==> src/rtl/irq_req_arbiter4.sv <==
// Purpose : four-input request latch and arbiter feeding the 4-to-2 encoder with a single hot grant.
// Latency : req at edge k sets pending after k; grant/valid appear after edge k+1 when the arbiter is idle.
// Backpressure: a grant is held until ack (or withdrawn after TIMEOUT cycles); later requests wait in pending.
//
// Ports:
//   clk        in   system clock, rising edge
//   rst_n      in   synchronous active-low reset
//   req[3:0]   in   request pulses, each high cycle sets the matching pending bit
//   ack        in   acknowledge of the current grant, only honoured while granting
//   grant[3:0] out  registered one-hot grant, zero when valid=0
//   grant_idx  out  registered binary index of the grant, holds when valid=0
//   valid      out  registered, high exactly while a grant is presented
//   pending    out  registered pending-request vector
//   timeout    out  registered one-cycle pulse when a grant is withdrawn unacknowledged
//
// Build option: define ARB_ROUND_ROBIN_EN for round-robin selection; otherwise fixed
// priority with the highest index winning, matching the downstream encoder.

module irq_req_arbiter4 #(
  parameter int TIMEOUT = 15,
  parameter int TO_W    = 4
) (
  input  logic       clk,
  input  logic       rst_n,
  input  logic [3:0] req,
  input  logic       ack,
  output logic [3:0] grant,
  output logic [1:0] grant_idx,
  output logic       valid,
  output logic [3:0] pending,
  output logic       timeout
);

  typedef enum logic [1:0] {
    IDLE    = 2'd0,
    GRANT   = 2'd1,
    RELEASE = 2'd2
  } state_t;

  localparam bit TO_EN = (TIMEOUT != 0);
  // Last counter value before the grant is withdrawn; unused when the timeout is disabled.
  localparam logic [TO_W-1:0] CNT_LAST = TO_EN ? TO_W'(TIMEOUT - 1) : '0;

  state_t          state_q, state_d;
  logic [3:0]      pending_q, pending_d;
  logic [3:0]      grant_q, grant_d;
  logic [1:0]      grant_idx_q, grant_idx_d;
  logic            valid_q, valid_d;
  logic            timeout_q, timeout_d;
  logic [TO_W-1:0] cnt_q, cnt_d;
  logic [3:0]      clr;
  logic [1:0]      win;

`ifdef ARB_ROUND_ROBIN_EN
  logic [1:0] ptr_q, ptr_d;

  // Scan from start upward with wrap; iterating offsets from far to near lets the
  // nearest set bit overwrite the others and win.
  function automatic logic [1:0] pick(input logic [3:0] p, input logic [1:0] start);
    logic [1:0] idx;
    logic [1:0] best;
    best = start;
    for (int i = 3; i >= 0; i--) begin
      idx = start + 2'(i);
      if (p[idx]) best = idx;
    end
    return best;
  endfunction

  assign win = pick(pending_q, ptr_q);
`else
  // Fixed priority: later (higher) indices overwrite lower ones, so bit 3 wins.
  function automatic logic [1:0] pick(input logic [3:0] p);
    logic [1:0] best;
    best = 2'd0;
    for (int i = 0; i < 4; i++) begin
      if (p[i]) best = 2'(i);
    end
    return best;
  endfunction

  assign win = pick(pending_q);
`endif

  // Only an acknowledged grant clears its pending bit; a same-cycle req re-sets it.
  assign clr = (state_q == GRANT && ack) ? (4'b0001 << grant_idx_q) : 4'b0000;

  always_comb begin
    state_d     = state_q;
    pending_d   = (pending_q & ~clr) | req;
    grant_d     = grant_q;
    grant_idx_d = grant_idx_q;
    valid_d     = valid_q;
    timeout_d   = 1'b0;
    cnt_d       = cnt_q;
`ifdef ARB_ROUND_ROBIN_EN
    ptr_d       = ptr_q;
`endif
    case (state_q)
      IDLE: begin
        // Selection looks only at registered pending, never at this cycle's req.
        if (|pending_q) begin
          state_d     = GRANT;
          grant_d     = 4'b0001 << win;
          grant_idx_d = win;
          valid_d     = 1'b1;
          cnt_d       = '0;
        end
      end
      GRANT: begin
        if (ack) begin
          state_d = RELEASE;
          grant_d = 4'b0000;
          valid_d = 1'b0;
`ifdef ARB_ROUND_ROBIN_EN
          ptr_d   = grant_idx_q + 2'd1;
`endif
        end else if (TO_EN && cnt_q == CNT_LAST) begin
          // Withdraw without clearing pending; the request will be re-served later.
          state_d   = RELEASE;
          grant_d   = 4'b0000;
          valid_d   = 1'b0;
          timeout_d = 1'b1;
`ifdef ARB_ROUND_ROBIN_EN
          ptr_d     = grant_idx_q + 2'd1;
`endif
        end else if (TO_EN) begin
          cnt_d = cnt_q + TO_W'(1);
        end
      end
      RELEASE: begin
        // One forced gap cycle so the encoder input always passes through zero.
        state_d = IDLE;
      end
      default: begin
        state_d = IDLE;
        grant_d = 4'b0000;
        valid_d = 1'b0;
      end
    endcase
  end

  always_ff @(posedge clk) begin
    if (!rst_n) begin
      state_q     <= IDLE;
      pending_q   <= 4'b0000;
      grant_q     <= 4'b0000;
      grant_idx_q <= 2'd0;
      valid_q     <= 1'b0;
      timeout_q   <= 1'b0;
      cnt_q       <= '0;
`ifdef ARB_ROUND_ROBIN_EN
      ptr_q       <= 2'd0;
`endif
    end else begin
      state_q     <= state_d;
      pending_q   <= pending_d;
      grant_q     <= grant_d;
      grant_idx_q <= grant_idx_d;
      valid_q     <= valid_d;
      timeout_q   <= timeout_d;
      cnt_q       <= cnt_d;
`ifdef ARB_ROUND_ROBIN_EN
      ptr_q       <= ptr_d;
`endif
    end
  end

  assign grant     = grant_q;
  assign grant_idx = grant_idx_q;
  assign valid     = valid_q;
  assign pending   = pending_q;
  assign timeout   = timeout_q;

endmodule

==> config.mk <==
export PLATFORM = sky130hd
export DESIGN_NAME = irq_req_arbiter4
export DESIGN_NICKNAME = d
export VERILOG_FILES = /design/src/rtl/irq_req_arbiter4.sv
export SDC_FILE = /design/constraint.sdc
export NUM_CORES = 1
export LEC_CHECK = 0
export ABC_AREA = 1
export CAP_MARGIN = 20
export CORE_UTILIZATION = 45
export DETAILED_ROUTE_END_ITERATION = 8
export GPL_TIMING_DRIVEN = 0
export PLACE_DENSITY = 0.73
export SKIP_CTS_REPAIR_TIMING = 1
export SYNTH_ARGS = -nofsm -noshare
export SYNTH_HDL_FRONTEND = slang
export SYNTH_SLANG_ARGS = --single-unit
==> constraint.sdc <==
create_clock -name clk -period 1.5 [get_ports clk]
set_input_delay 0.15 -clock clk [delete_from_list [all_inputs] [get_ports clk]]
set_output_delay 0.15 -clock clk [all_outputs]
set_load 0.03 [all_outputs]
After elaboration in Yosys (flattened, before gate mapping)
Index checks and enable logic that the tools add are counted.
- bits in registers: 18
- output and inout port bits: 12
- bits of input ports: 7
- word-level logic and storage cells: 53
- shift operators: 2
- add/subtract/negate cells: 1
- bitwise gates (word level): 6
- mux-type cells: 21
- eq/ne operators: 7
- reductions and logical operators: 9
- operators with widths (cell ; count):
    4-bit two-way mux ; 7
    4-bit case mux with 3 select lines ; 1
    2-bit two-way mux ; 5
    4-bit case mux with 2 select lines ; 1
    1-bit by 2-bit << shifter with 4-bit output, first input constant ; 2
    2-bit inequality test, second input constant ; 3
    1-bit two-way mux ; 5
    4-bit by 1-bit adder with 4-bit output, second input constant ; 1
    4-bit bitwise AND ; 1
    4-bit equality test, second input constant ; 1
    4-bit inverter ; 1
    4-bit bitwise OR ; 1
    2-bit case mux with 2 select lines ; 1
    2-bit AND reduction ; 2
    4-bit AND reduction ; 1
    4-bit OR reduction ; 1
    3-bit by 2-bit inequality test with 1-bit output, second input constant ; 1
    1-bit inverter ; 3
    1-bit case mux with 3 select lines ; 1
    3-bit AND reduction ; 1
    3-bit OR reduction ; 1
    2-bit by 1-bit equality test with 1-bit output, second input constant ; 1
    2-bit equality test, second input constant ; 1
    2-bit zero test ; 1
    2 further kinds ; 2

Depth between registers and ports, before layout
- word-level depth: 6
- depth in mapped cells: 8
- depth with buffers taken out: 8

Worst setup path before layout
No wires, ideal clock.
- kind: reg2reg
- start point: register cnt_q[0]
- end point: register cnt_q[0]
- setup slack: 287 ps
- cell stages (with the launch flop): 9
- arrival: 1099 ps
- path buffers: 0
- period minus slack after synthesis: 1213 ps
- library setup time: 113 ps
- required time: 1387 ps
- cell sequence: dfxtp_1 > inv_1 > ha_1 > nand3_1 > nand3_2 > nand2_4 > inv_2 > nor2_1 > nor2_1
- word-level cells in the longest chain between the ends: 4
- elaborated cells on any way between the ends: 7
- those cells by class: add/sub (1); eq/ne (2); mux (3); reduce/logical (1)
- RTL lines (item ; line ; source):
    start: declaration ; 50 ; logic [TO_W-1:0] cnt_q, cnt_d;
    start signal: assignment ; 162 ; cnt_q <= cnt_d;
    4-bit by 1-bit adder with 4-bit output ; 128 ; cnt_d = cnt_q + TO_W'(1);
    4-bit two-way mux ; 118 ; end else if (TO_EN && cnt_q == CNT_LAST) begin
    4-bit two-way mux ; 111 ; if (ack) begin
    4-bit case mux with 2 select lines ; 99 ; case (state_q)
Several ways; a longest one is shown, not always the timed one. The select of a mux whose other input is x is not followed.
A chain may end at the register's enable or synchronous reset.

Worst setup path after layout
- start point: register timeout_q, in the netlist timeout
- end point: output port timeout
- RTL lines (item ; line ; source):
    start: declaration ; 49 ; logic timeout_q, timeout_d;
    start signal: assignment ; 161 ; timeout_q <= timeout_d;
    end: declaration ; 31 ; output logic timeout
No word-level cell between the ends.

==> impl_metrics.py <==
metrics = {
    "final_layout": {
        "stdcell_area_sq_um": 1110,
        "nFillCells": 170,
        "drive_above_1_share": 0.129,
        "syn_to_final_growth_pct": 32.8,
        "ff_latch_area_sq_um": 360,
        "insertedDiodeCount": 0,
        "stdcell_count": 164,
        "layout.nets": 149,
        "multi_input_area_sq_um": 407,
    },
    "worst_setup_path": {
        "reg2regPathDepth": 8,
        "max_stage_delay_ps": 660,
        "cp.arrival_ps": 1290,
        "endpoint": "timeout",
        "critPathSlowestCell": "clkdlybuf4s50_1",
        "cp.depth": 1,
        "startpoint": "timeout$_SDFF_PP0_",
        "rr_startpoint": "cnt_q[0]$_SDFFE_PN0P_",
        "endpoint_kind": "output pin",
        "cp_max_fo": 1,
        "crit_type": "flop to output pin",
        "critPathBufInv": 1,
        "critical_path.cell_chain": "clkdlybuf4s50_1",
        "reg2reg_slack_ps": 160,
        "r2r-end": "cnt_q[0]$_SDFFE_PN0P_",
        "crit_required_ps": 1350,
        "critical_path.top_delay_family": "buffers and inverters",
        "critPathLaunchType": "flop",
    },
    "synth": {
        "ys_seq_elements": 18,
        "yosysWarningCount": 0,
        "synth.area.top_cells": "dfxtp_1 (43%), nand2_1 (11%), nor2_1 (7.6%)",
        "yosysTopAreaCell": "dfxtp_1",
        "syn-num-nets": 126,
        "yosysSeqAreaShare": 0.430,
        "ys_types": 20,
        "synth_area_per_cell_sq_um": 7.16,
        "syn_area_sq_um": 838,
        "netlist.area_leader.share": 0.430,
        "netlist_instances": 117,
    },
    "grt": {
        "grt_util_met1": 0.216,
        "grt_pass1_vias": 664,
        "grt_overflow": 0,
        "grtUsageTotal": 0.186,
        "grt_pass1_wl_mm": 2.76,
        "grt_antenna_before_repair": 0,
        "grt.busiest_layer": "met2",
        "use_met3": 0.0360,
        "use_met2": 0.330,
        "grt_max_degree": 11,
    },
    "pwr": {
        "comb_power_share": 0.293,
        "p_int_uw": 813,
        "power.share.clock": 0.243,
        "pwr-share-seq": 0.464,
        "power.leakage_uw": 0.000629,
        "powerDensity_nw_per_um2": 1110,
        "swShare": 0.342,
        "p_switching_uw": 422,
        "power_uw": 1240,
        "ir_drop_v": 0.000686,
    },
    "placed_design": {
        "post_dp_cell_area_sq_um": 1050,
        "dp_hpwl_mm": 1.33,
        "gp_congestion": 0.815,
        "dp.cells": 160,
        "port_buffers": 18,
    },
    "timing": {
        "fin_crit_sh": 0.961,
        "worst_pin_slew_ps": 531,
        "setup-violations-final": 0,
        "rsz0062_at_grt": "false",
        "whs_ps": 391,
        "skew_ps": 4.82,
        "hold_violations": 0,
        "slew_headroom": 0.646,
        "max_freq_mhz": 694,
        "period_minus_slack_ps": 1440,
        "drv_slew": 0,
    },
    "clock_tree": {
        "cts_tree": "done",
        "cts_htree_levels": 1,
        "insertion_delay_ps": 290,
        "clkTransAtPathRegs_ps": 100,
        "clk_root_buffer_cell": "clkbuf_4",
        "cts_max_path_buffers": 2,
        "cts_made_buffers": 3,
        "cts.sinks": 18,
    },
    "die": {
        "die_height_um": 45.2,
        "start_util": 0.480,
        "dieArea_sq_um": 2040,
        "ios": 19,
        "die_x_um": 45.2,
        "core_sq_um": 1750,
        "fp-row-count": 15,
    },
    "route": {
        "first_iter_violations": 5,
        "viasPerCell": 4.78,
        "antenna_left": 0,
        "wirelength_mm": 1.76,
        "vias": 784,
        "dr.pass1.iters": 5,
        "drc": 0,
        "wire_per_inst_um": 10.7,
    },
    "min_path": {
        "hp-class": "input port to flop",
    },
    "job": {
        "max_cap_viol_count": 0,
    },
    "run_status": {
        "outcome": "finished clean",
    },
}
==> stage by stage <==
step	utilization	worst slack (ps)	setup TNS [ps]
after floorplan	-	287	0
after global placement	0.601	-25.7	-97.8
after detailed placement	0.601	-51.2	-254
after CTS	0.622	-104	-345
after global routing	0.638	0.390	0
final	0.638	58.2	0
==> layer usage <==
metal	part of all wire	up-vias
met5	0	-
met4	0.0080	0
met3	0.031	2
met2	0.49	15
met1	0.47	357
li1	-	410
==> Yosys cell counts (all sizes together) <==
library cell  instances
clkbuf                1
dfxtp                18
inv                  18
nand3                 8
nor2                 21
nand2                27
or2                   1
a31oi                 1
ha                    2
o21ai                 7
nor4                  1
a21oi                12
==> how the worst min path moves through the flow <==
stage                                     start                     to  slack, ps  cells past startpoint
after floorplan                             ack     timeout$_SDFF_PP0_        230                      1
after global placement       valid$_SDFFE_PN0P_     valid$_SDFFE_PN0P_        450                      2
after detailed placement  grant[1]$_SDFFE_PN0P_  grant[1]$_SDFFE_PN0P_        450                      2
after CTS                                req[3]  pending[3]$_SDFF_PN0_        390                      3
after global routing                     req[3]  pending[3]$_SDFF_PN0_        390                      3
final                                    req[3]  pending[3]$_SDFF_PN0_        390                      3
==> sequential cells by signal, indices dropped and copies added, names as in the netlist <==
register / cells
cnt_q: 4
grant: 4
pending: 4
grant_idx: 2
state_q: 2
timeout: 1
valid: 1
==> power groups by stage <==
stage	combinational, uW	sequential, uW	clock [uW]
after global routing	403	580	329
after CTS	369	575	304
final	362	573	300
after detailed placement	367	586	0
after floorplan	192	638	0
after global placement	359	584	0
==> layout make-up <==
class	instances	share of cell area
Tap cell	25	0.0281
Inverter	18	0.0607
Buffer	1	0.00337
Sequential cell	18	0.324
Multi-Input combinational cell	80	0.365
Timing Repair Buffer	18	0.187
Clock buffer	4	0.0326
==> cells by family after synthesis <==
logic type	count (synthesis)	synth area share
adder cells (fa/ha/maj)	2	0.0298
flip-flops	18	0.430
buffers and inverters	19	0.0851
AND/OR/NAND/NOR	58	0.325
AO/OA/AOI/OAI	20	0.130
==> cells in the final DEF, fill, tap and decap left out <==
master,n
a21oi_1,10
a21oi_2,2
a31oi_1,1
clkbuf_1,1
clkbuf_4,3
clkbuf_8,1
clkdlybuf4s50_1,7
dfxtp_1,18
dlymetal6s2s_1,11
ha_1,2
inv_1,15
inv_2,3
nand2_1,25
nand2_2,1
nand2_4,1
nand3_1,6
nand3_2,2
nor2_1,17
nor2_2,2
nor2_4,2
nor4_1,1
o21ai_0,4
o21ai_1,3
or2_2,1
No activity file was read; power rests on OpenSTA's default activity.
==> variant, RTL diff (same flow settings) <==
`TO_W`: 4 -> 5.
--- a/src/rtl/irq_req_arbiter4.sv
+++ b/src/rtl/irq_req_arbiter4.sv
@@ -18,7 +18,7 @@
 
 module irq_req_arbiter4 #(
   parameter int TIMEOUT = 15,
-  parameter int TO_W    = 4
+  parameter int TO_W    = 5
 ) (
   input  logic       clk,
   input  logic       rst_n,
Formal check against the unedited RTL: same outputs for any inputs over 10 cycles, from zero or initial values and one cycle with rst_n low; that may be too few to reach the edited logic, so the function may still have changed.
==> variant against the original RTL <==
Final area is 1.9% higher; largest power group unchanged; wire length is 2.4% lower; largest cell class unchanged; cell count stayed put; synthesized area is 3.9% higher; highest routed layer unchanged; setup slack worse by 0.0023 ns; power is 3.3% lower; non-clock buffer count stayed put; sequential cell count is 1 higher; register-to-register slack better by 0.07 ns.
==> variant: results (changes against the original RTL) <==
| Metric | Value |
|---|---|
| Relative slew slack | `0.708 (was 0.646)` |
| Number of global-route vias before repair | `673 (was 664)` |
| Syn Area/Cell | `7.44 µm² (was 7.16 µm²)` |
| R2R depth | `7 (was 8)` |
| Clock power share | `0.206 (was 0.243)` |
| Post-DP HPWL | `1.31 mm (was 1.33 mm)` |
| Detailed-route vias per instance | `4.80 (was 4.78)` |
| Fin Hold WS | `0.390 ns (was 0.391 ns)` |
| Clk_skew | `0.0120 ns (was 0.00482 ns)` |
| Register area share after synthesis | `0.437 (was 0.430)` |
| Multi-input gate count | `81 (was 80)` |
| GRT met1 Usage | `0.242 (was 0.216)` |
| P per Cell Area | `1050 nW/µm² (was 1110 nW/µm²)` |
| Post-layout min period | `1.44 ns (about the same)` |
| Clk tree area frac | `0.0243 (was 0.0326)` |
| Peak supply drop | `0.593 mV (was 0.686 mV)` |
| Core Footprint | `1760 µm² (was 1750 µm²)` |
| Critical path capture point | `grant[3] (was timeout)` |
| Area of the multi-input gates | `427 µm² (was 407 µm²)` |
| Share of layout cells above drive strength 1 | `0.108 (was 0.129)` |
| Outcome | `completed (unchanged)` |
| Layout area overhead | `30.3% (was 32.8%)` |
| Dpl ws | `0.0368 ns (was -0.0512 ns)` |
| Met2 wire len | `776 µm (was 868 µm)` |
| Inverters | `16 (was 18)` |
| CP startpoint | `grant[3] (was timeout)` |
| Met3 global-route usage | `0.0397 (was 0.0360)` |
| Final-layout non-clock buffer area share | `0.184 (was 0.190)` |
| First-pass GRT wire length | `2.81 mm (was 2.76 mm)` |
| Sw Share | `0.340 (was 0.342)` |
| Number of detailed-route iterations in the first pass | `4 (was 5)` |
| Yosys reg bits | `19 (was 18)` |
| Average wire per standard cell | `10.5 µm (was 10.7 µm)` |
| Register Area | `380 µm² (was 360 µm²)` |
| Critical Path Fanout Max | `2 (was 1)` |
| M1 WL | `862 µm (was 818 µm)` |
| Wire length on met3 | `54 µm (was 55 µm)` |
| Reg2reg end | `cnt_q[1] (was cnt_q[0])` |
| Largest cells by area after synthesis | `dfxtp_1 44%, nand2_1 9.9%, a21oi_1 8.0% (was dfxtp_1 43%, nand2_1 11%, nor2_1 7.6%)` |
| Post-place instance area | `1080 µm² (was 1050 µm²)` |
| Static leakage power | `0.623 nW (was 0.629 nW)` |
| Largest net degree at the start of global routing | `12 (was 11)` |
| Top post-synthesis cells by count | `23 x nand2_1, 19 x dfxtp_1, 16 x inv_1, 14 x a21oi_1, 10 x nor2_1 (was 25 x nand2_1, 18 x dfxtp_1, 17 x nor2_1, 15 x inv_1, 10 x a21oi_1)` |
| Total GRT Usage | `0.181 (was 0.186)` |
| Met2 Use GR | `0.282 (was 0.330)` |
==> variant: changes by cell type after synthesis, moves of 2 or more <==
cell | unedited run | this run
a21oi_1 | 10 | 14
a21oi_2 | 2 | 0
inv_2 | 3 | 0
nand2_1 | 25 | 23
nand2_2 | 1 | 3
nand2_4 | 1 | 3
nand3_2 | 2 | 0
nor2_1 | 17 | 10
nor3_1 | 0 | 2
o21ai_0 | 4 | 8
==> variant: how the worst min path moves through the flow <==
stage             start          to  depth (start not counted)
4_1_cts          req[3]  pending[3]                          3
5_1_grt          req[3]  pending[3]                          3
2_1_floorplan       ack     timeout                          1
3_5_place_dp   grant[0]    grant[0]                          2
6_report         req[3]  pending[3]                          3
3_3_place_gp      valid       valid                          2
==> variant: cell families after synthesis <==
family | Yosys count | synth area share
and+or+nand+nor | 52 | 0.296
AOI/OAI and AO/OA | 27 | 0.165
DFF | 19 | 0.437
buffers and inverters | 17 | 0.0733
adders and majority gates | 2 | 0.0287
